`src/rtl/prg_mem_sequencer.sv`:
```
// Sequences program-memory byte accesses (write / read / burst read) as SETUP-PULSE-HOLD
// prg_clock phases, one response per byte, and controls the target CPU reset line.
module prg_mem_sequencer #(
  parameter int PHASE_CYCLES = 2
) (
  input  logic       clk_clk,
  input  logic       reset_reset_n,
  input  logic       cmd_valid,
  output logic       cmd_ready,
  input  logic [1:0] cmd_op,
  input  logic [7:0] cmd_addr,
  input  logic [7:0] cmd_data,
  output logic       rsp_valid,
  input  logic       rsp_ready,
  output logic [7:0] rsp_data,
  output logic       rsp_err,
  output logic [7:0] prg_ma,
  output logic [7:0] prg_wd,
  input  logic [7:0] prg_rd,
  output logic       prg_clock,
  output logic       prg_we,
  output logic       cpu_reset_n
);

  localparam logic [2:0] S_IDLE  = 3'd0;
  localparam logic [2:0] S_SETUP = 3'd1;
  localparam logic [2:0] S_PULSE = 3'd2;
  localparam logic [2:0] S_HOLD  = 3'd3;
  localparam logic [2:0] S_RESP  = 3'd4;

  localparam logic [1:0] OP_WR    = 2'b00;
  localparam logic [1:0] OP_BURST = 2'b10;
  localparam logic [1:0] OP_CPU   = 2'b11;

  localparam logic [3:0] PH_LAST = 4'(PHASE_CYCLES - 1);

  logic [2:0] state_q, state_d;
  logic [3:0] phase_q, phase_d;
  logic [8:0] cnt_q, cnt_d;
  logic [1:0] op_q, op_d;
  logic [7:0] ma_q, ma_d;
  logic [7:0] wd_q, wd_d;
  logic [7:0] rsp_data_q, rsp_data_d;
  logic       rsp_err_q, rsp_err_d;
  logic       cpu_rst_n_q, cpu_rst_n_d;
  logic       rdy_en_q;
  logic       phase_last;

  assign phase_last  = (phase_q == PH_LAST);
  assign cmd_ready   = rdy_en_q && (state_q == S_IDLE);
  assign rsp_valid   = (state_q == S_RESP);
  assign rsp_data    = rsp_data_q;
  assign rsp_err     = rsp_err_q;
  assign prg_ma      = ma_q;
  assign prg_wd      = wd_q;
  assign prg_clock   = (state_q == S_PULSE);
  assign prg_we      = (op_q == OP_WR) &&
                       ((state_q == S_SETUP) || (state_q == S_PULSE) || (state_q == S_HOLD));
  assign cpu_reset_n = cpu_rst_n_q;

  always_comb begin
    state_d     = state_q;
    phase_d     = phase_q;
    cnt_d       = cnt_q;
    op_d        = op_q;
    ma_d        = ma_q;
    wd_d        = wd_q;
    rsp_data_d  = rsp_data_q;
    rsp_err_d   = rsp_err_q;
    cpu_rst_n_d = cpu_rst_n_q;
    case (state_q)
      S_IDLE: begin
        if (cmd_valid && cmd_ready) begin
          if (cmd_op == OP_CPU) begin
            cpu_rst_n_d = ~cmd_data[0];
            rsp_data_d  = {7'b0, cmd_data[0]};
            rsp_err_d   = 1'b0;
            state_d     = S_RESP;
          end else if (cpu_rst_n_q) begin
            // Memory is only accessible while the CPU is held in reset.
            rsp_data_d = 8'hFF;
            rsp_err_d  = 1'b1;
            state_d    = S_RESP;
          end else begin
            op_d    = cmd_op;
            ma_d    = cmd_addr;
            wd_d    = cmd_data;
            cnt_d   = (cmd_op == OP_BURST) ? ({1'b0, cmd_data} + 9'd1) : 9'd1;
            phase_d = 4'd0;
            state_d = S_SETUP;
          end
        end
      end
      S_SETUP: begin
        phase_d = phase_last ? 4'd0 : phase_q + 4'd1;
        if (phase_last) state_d = S_PULSE;
      end
      S_PULSE: begin
        phase_d = phase_last ? 4'd0 : phase_q + 4'd1;
        if (phase_last) state_d = S_HOLD;
      end
      S_HOLD: begin
        phase_d = phase_last ? 4'd0 : phase_q + 4'd1;
        if (phase_last) begin
          rsp_data_d = (op_q == OP_WR) ? wd_q : prg_rd;
          rsp_err_d  = 1'b0;
          state_d    = S_RESP;
        end
      end
      S_RESP: begin
        if (rsp_ready) begin
          if (cnt_q > 9'd1) begin
            cnt_d   = cnt_q - 9'd1;
            ma_d    = ma_q + 8'd1;
            phase_d = 4'd0;
            state_d = S_SETUP;
          end else begin
            state_d = S_IDLE;
          end
        end
      end
      default: state_d = S_IDLE;
    endcase
  end

  always_ff @(posedge clk_clk or negedge reset_reset_n) begin
    if (!reset_reset_n) begin
      state_q     <= S_IDLE;
      phase_q     <= 4'd0;
      cnt_q       <= 9'd0;
      op_q        <= 2'b00;
      ma_q        <= 8'h00;
      wd_q        <= 8'h00;
      rsp_data_q  <= 8'h00;
      rsp_err_q   <= 1'b0;
      cpu_rst_n_q <= 1'b0;
      rdy_en_q    <= 1'b0;
    end else begin
      state_q     <= state_d;
      phase_q     <= phase_d;
      cnt_q       <= cnt_d;
      op_q        <= op_d;
      ma_q        <= ma_d;
      wd_q        <= wd_d;
      rsp_data_q  <= rsp_data_d;
      rsp_err_q   <= rsp_err_d;
      cpu_rst_n_q <= cpu_rst_n_d;
      rdy_en_q    <= 1'b1;
    end
  end

endmodule

```
`config.mk`:
```
export PLATFORM = sky130hd
export DESIGN_NAME = prg_mem_sequencer
export DESIGN_NICKNAME = d
export VERILOG_FILES = /design/src/rtl/prg_mem_sequencer.sv
export SDC_FILE = /design/constraint.sdc
export NUM_CORES = 1
export LEC_CHECK = 0
export CORE_MARGIN = 2
export CORE_UTILIZATION = 45
export CTS_CLUSTER_SIZE = 25
export DETAILED_ROUTE_END_ITERATION = 8
export HOLD_SLACK_MARGIN = 0.1
export MAX_ROUTING_LAYER = met4
export PLACE_DENSITY = 0.73
export SLEW_MARGIN = 20
export SYNTH_ARGS = -nofsm -noshare
export SYNTH_HDL_FRONTEND = slang
export SYNTH_SLANG_ARGS = --single-unit
export TNS_END_PERCENT = 100
```
`constraint.sdc`:
```
create_clock -name clk_clk -period 4.6 [get_ports clk_clk]
set_input_delay 1.15 -clock clk_clk [delete_from_list [all_inputs] [get_ports clk_clk]]
set_output_delay 1.15 -clock clk_clk [all_outputs]
set_load 0.02 [all_outputs]
```
Word level (Yosys, flattened, before mapping)
Cells that the tools add are included.
Widths: inputs -> output; s select.
{ "totals": {"in_bits": 30, "regBits": 45, "elab_cells": 91, "output_inout_bits": 30} }
{ "classes": {"n_addsub": 4, "reduce_logical": 17, "n_lt_le_gt_ge": 1, "bitwise": 3, "n_eq_ne": 16, "n_mux": 40} }
{ "op_table": {"columns": ["op", "count"], "rows": [
  ["$mux 8", 10],
  ["$mux 9", 6],
  ["$pmux 8 s2", 2],
  ["$mux 4", 6],
  ["$mux 3", 7],
  ["$pmux 9 s2", 1],
  ["$pmux 3 s5", 1],
  ["$pmux 4 s3", 1],
  ["$reduce_and 6->1", 2],
  ["$add 8x1->9 const B", 1],
  ["$gt 9x1->1 const B", 1],
  ["$sub 9x1->9 const B", 1],
  ["$add 8x1->8 const B", 1],
  ["$ne 2x1->1 const B", 4],
  ["$ne 2x2->1 const B", 4],
  ["$reduce_and 4->1", 2],
  ["$eq 3x2->1 const B", 2],
  ["$mux 1", 5],
  ["$reduce_and 5->1", 1],
  ["$add 4x1->4 const B", 1],
  ["$eq 2x2->1 const B", 2],
  ["$eq 4x1->1 const B", 1],
  ["$reduce_bool 2->1", 2],
  ["$eq 3x1->1 const B", 1],
  ["other kinds (11)", 16]
]} }

Depth between registers and ports, before layout
{ "depth": {"word_depth": 6, "ltp_mapped": 9, "ltp_nobuf": 7} }

Worst setup path after synthesis
Ideal clock, no wire load.
{ "synth_timing": {"path_type": "reg-to-output", "startpoint": "reg state_q[2]", "endpoint": "out cmd_ready", "stages_incl_launch_ff": 4, "setup_slack_ns": 2.006, "t_required_ns": 3.450, "arrival_time_ns": 1.444, "n_path_buf": 2, "path_cell_list": "dfrtp_1 buf_6 buf_2 nor4b_1"} }
{ "synth_via": {"elab_chain_len": 2} }
{ "synth_rtl": {"columns": ["element", "line", "rtl"], "rows": [
  ["from (decl)", "37", "logic [2:0] state_q, state_d;"],
  ["from (signal assigned)", "139", "state_q <= state_d;"],
  ["$logic_not 3->1", "50", "assign cmd_ready = rdy_en_q && (state_q == S_IDLE);"],
  ["$logic_and 1x1->1", "50", null],
  ["to (decl)", "9", "output logic cmd_ready,"]
]} }
No other way between the ends.

Final worst setup path
{ "layout_timing": {"startpoint": "reg state_q[2]", "endpoint": "out rsp_valid"} }
{ "layout_via": {"elab_chain_len": 1} }
{ "layout_rtl": {"columns": ["element", "line", "rtl"], "rows": [
  ["$eq 3x3->1", "51", "assign rsp_valid = (state_q == S_RESP);"],
  ["to (decl)", "13", "output logic rsp_valid,"]
]} }
No other way between the ends.

==> summary.md <==
| Metric | Value |
|---|---|
| WS Path Type | register to output port |
| CTS Buf Count | 5 |
| DRT iter0 DRCs | 97 |
| R2R depth | 6 |
| Clock root buffer | clkbuf_8 |
| Avg Cell Area, Syn | around 9.5 µm² |
| Synth top area share | 41.9% |
| Combinational power share | between 50 and 60% |
| Critical Path RT | about 3.5 ns |
| Area Overhead vs Synth | 25.4% |
| Cells after Synth | ~280 |
| H-tree levels | 2 |
| DIE WIDTH | 81.3 µm |
| Final cell count without fillers | 410 |
| PD cells | between 600 and 700 mW/mm² |
| Layout cell share with drive strength beyond 1 | between 10% and 20% |
| Post-synth EDFFs | 0 |
| Pre-antenna DRT Iters | 4 |
| Max capacitance violation total | 0 |
| DR vias | roughly 2,300 |
| Gr usage total | a little over 20% |
| Status | complete, no violations |
| Post-detailed-route via-to-cell ratio | 5.55 |
| Placer Congestion | 0.841 |
| Top_reg_cell synth | dfrtp_1 |
| Cell count after placement | between 400 and 500 |
| Largest fanout on the critical path | 21 |
| Final ANT Viol Nets | 0 |
| Synth top area cells | dfrtp_1, mux2_2, o21ai_0 |
| Post-CTS setup buffers | 0 |
| Hold crit path type | register to register |
| Flops & latches, synth | 45 |
| Worst setup SP type | register |
| Largest area contributor in the netlist | dfrtp_1 |
| Dpl hpwl | roughly 4.5 mm |
| Fmax | about 300 MHz |
| Worst-skew pair later-pin latency | ~0.30 ns |
| RSZ-0062 raised after global routing | no |
| Initial antenna violation count | 0 |
| NetSw | 0.934 mW |
| Slew margin rel. | between 30% and 40% |
| CTS tree | yes |
| Crit path arrival time | 2.22 ns |
| Seq/Total Area, Yosys | about two fifths |
| ANT cells | 0 |
| Net Sw Frac | a little over two fifths |
| Clock power share | roughly 14% |
| Final Hold Viols | 0 |
| P_int | ~1.2 mW |
| Peak supply drop | 0.000268 V |
| Clk_skew | between 0.008 and 0.009 ns |
| Syn_nets | 319 |
| Buf+Inv Stages, Crit Path | 2 |
| Clk sink count | 45 |
| Initial Utilization | a little under half |
| Count of buffers from port buffering | 59 |
| Cell Chain, Critical Path | nand2_4, clkinv_4, clkdlybuf4s50_1 |
| Crit-path max cell delay | ~0.73 ns |
| Largest net degree at the start of global routing | between 40 and 50 |
| First-pass GRT wire length | roughly 10 mm |
| Final nets | about 370 |
| Setup Viol. Count Final | 0 |
| Worst-margin pin slew | 0.917 ns |
| Crit. End Element | output port |
| Core box area | roughly 0.0059 mm² |
| Die Area | roughly 0.0066 mm² |
| Post-CTS sizing | 0 |
| Yosys warning total | 0 |
| Routed len/inst | 15.1 µm |
| # IOs | 60 |
| WP depth | 3 |
| # fillers | 521 |
| Post-CTS Hold Fix Bufs | 0 |
| Vias in the first global route | about 2,100 |
| Slew Viols, Final | 0 |
| Mapped Area | approximately 0.0027 mm² |
| Fin util | roughly 58% |
| DRC | 0 |
| Netlist cell types | 51 |
| Gr ovfl total | 0 |
| FP Rows | 28 |
| Setup_tns | 0 ns |
| Worst Hold Path Cells | 2 |
| Clock Path Buffers | 2 |
| Post-Route WL | a little over 6 mm |
| Minimum clock period | roughly 3.4 ns |
| Die height | a little over 80 µm |
| Clock transition at path regs | around 0.090 ns |
| CP top delay family | buffers and inverters |
| Reg power frac | between 30% and 40% |
| Tcrit/Tclk final | around three quarters |
| P_leak | about 1.4 nW |
| Slowest-stage cell, CP | dfrtp_1 |
| Ys async rst share | 100% |
-- worst paths after layout --
path                                to  slack, ns     startpoint
max                          rsp_valid       1.23     state_q[2]
min reg2reg                    rsp_err       0.48        rsp_err
min in group asynchronous  rsp_data[4]       0.84  reset_reset_n
max in group asynchronous     cnt_q[1]       3.36  reset_reset_n
min                            rsp_err       0.48        rsp_err
max reg2reg                   cnt_q[3]       2.30     state_q[2]
-- worst min-delay path, stage by stage (launching register included) --
cell and delay, ns:
dfrtp_1 0.35, nand2_1 0.05, nand2_1 0.05
-- power groups by stage --
stage	clock network, mW	logic [mW]	registers [mW]
detailed placement	0	1.10	0.789
CTS	0.305	1.10	0.782
finish	0.298	1.09	0.781
floorplan	0	0.650	0.845
global route	0.319	1.21	0.813
global placement	0	1.08	0.782
-- flip-flops by register name, indices dropped and copies added (netlist names) --
register     count
cnt_q            9
prg_ma           8
phase_q          4
state_q          3
prg_wd           8
op_q             2
rsp_err          1
cpu_reset_n      1
rdy_en_q         1
rsp_data         8
-- cell type report --
| class | instances | area, µm² | share of cell area [%] |
|---|---|---|---|
| clock inverters | 2 | 35.0 | 1.04 |
| clock buffers | 5 | 68.8 | 2.04 |
| multi-input cells | 217 | 1430 | 42.3 |
| flip-flops and latches | 45 | 1130 | 33.4 |
| well taps | 75 | 93.8 | 2.78 |
| repair buffers | 59 | 588 | 17.5 |
| inverters | 7 | 31.3 | 0.928 |
-- kinds of logic after synthesis --
family / share of synthesized area (%)
buffers and inverters: 4.98
AOI/OAI and AO/OA: 20.9
DFF: 41.9
xor gates and xnor gates: 2.28
and+or+nand+nor: 22.0
muxes: 4.98
other: 0.140
adders and majority gates: 2.79
-- metal layers --
layer,global-route usage (%),routed length (µm),up-vias,part of all wire [%]
li1,-,-,1129,-
met1,28.3,2980,1076,48
met2,31.1,2870,61,46
met3,3.78,240,9,3.9
met4,6.61,89,0,1.4
met5,-,0,-,0
-- stage by stage --
step	cell area [µm²]	worst slack (ns)	hold slack, ns	power [mW]
finish	3370	1.23	0.477	2.17
global route	3370	1.07	0.513	2.34
CTS	3370	1.17	0.486	2.19
detailed placement	3260	1.29	0.463	1.89
global placement	3260	1.35	0.461	1.86
floorplan	2690	2.01	0.467	1.49
-- synth_stat cells, drive strengths merged (3+ instances only) --
cell type / count
and3: 3
a22o: 3
a31oi: 3
nor3b: 5
nor2: 22
dfrtp: 45
nor3: 9
ha: 6
buf: 13
o21ai: 33
xor2: 7
a32oi: 3
a21oi: 18
nand2: 31
a211oi: 7
nand3: 12
nor4: 3
o31ai: 9
mux2: 11
nor2b: 9
inv: 6
-- cell usage in the layout, fill, tap and decap left out, types with 3 or more instances in the layout --
cell	instances
clkdlybuf4s50_1	58
dfrtp_1	45
nand2_1	29
o21ai_0	23
nor2_1	21
a21oi_1	16
nand3_1	12
mux2_2	11
nor2b_1	9
o31ai_1	9
nor3_1	8
o21ai_1	8
a211oi_1	7
xor2_1	7
inv_1	6
ha_1	6
clkbuf_8	5
nor3b_1	3
a31oi_1	3
a32oi_1	3
and3_1	3
Power figures use the tool's default switching activity.
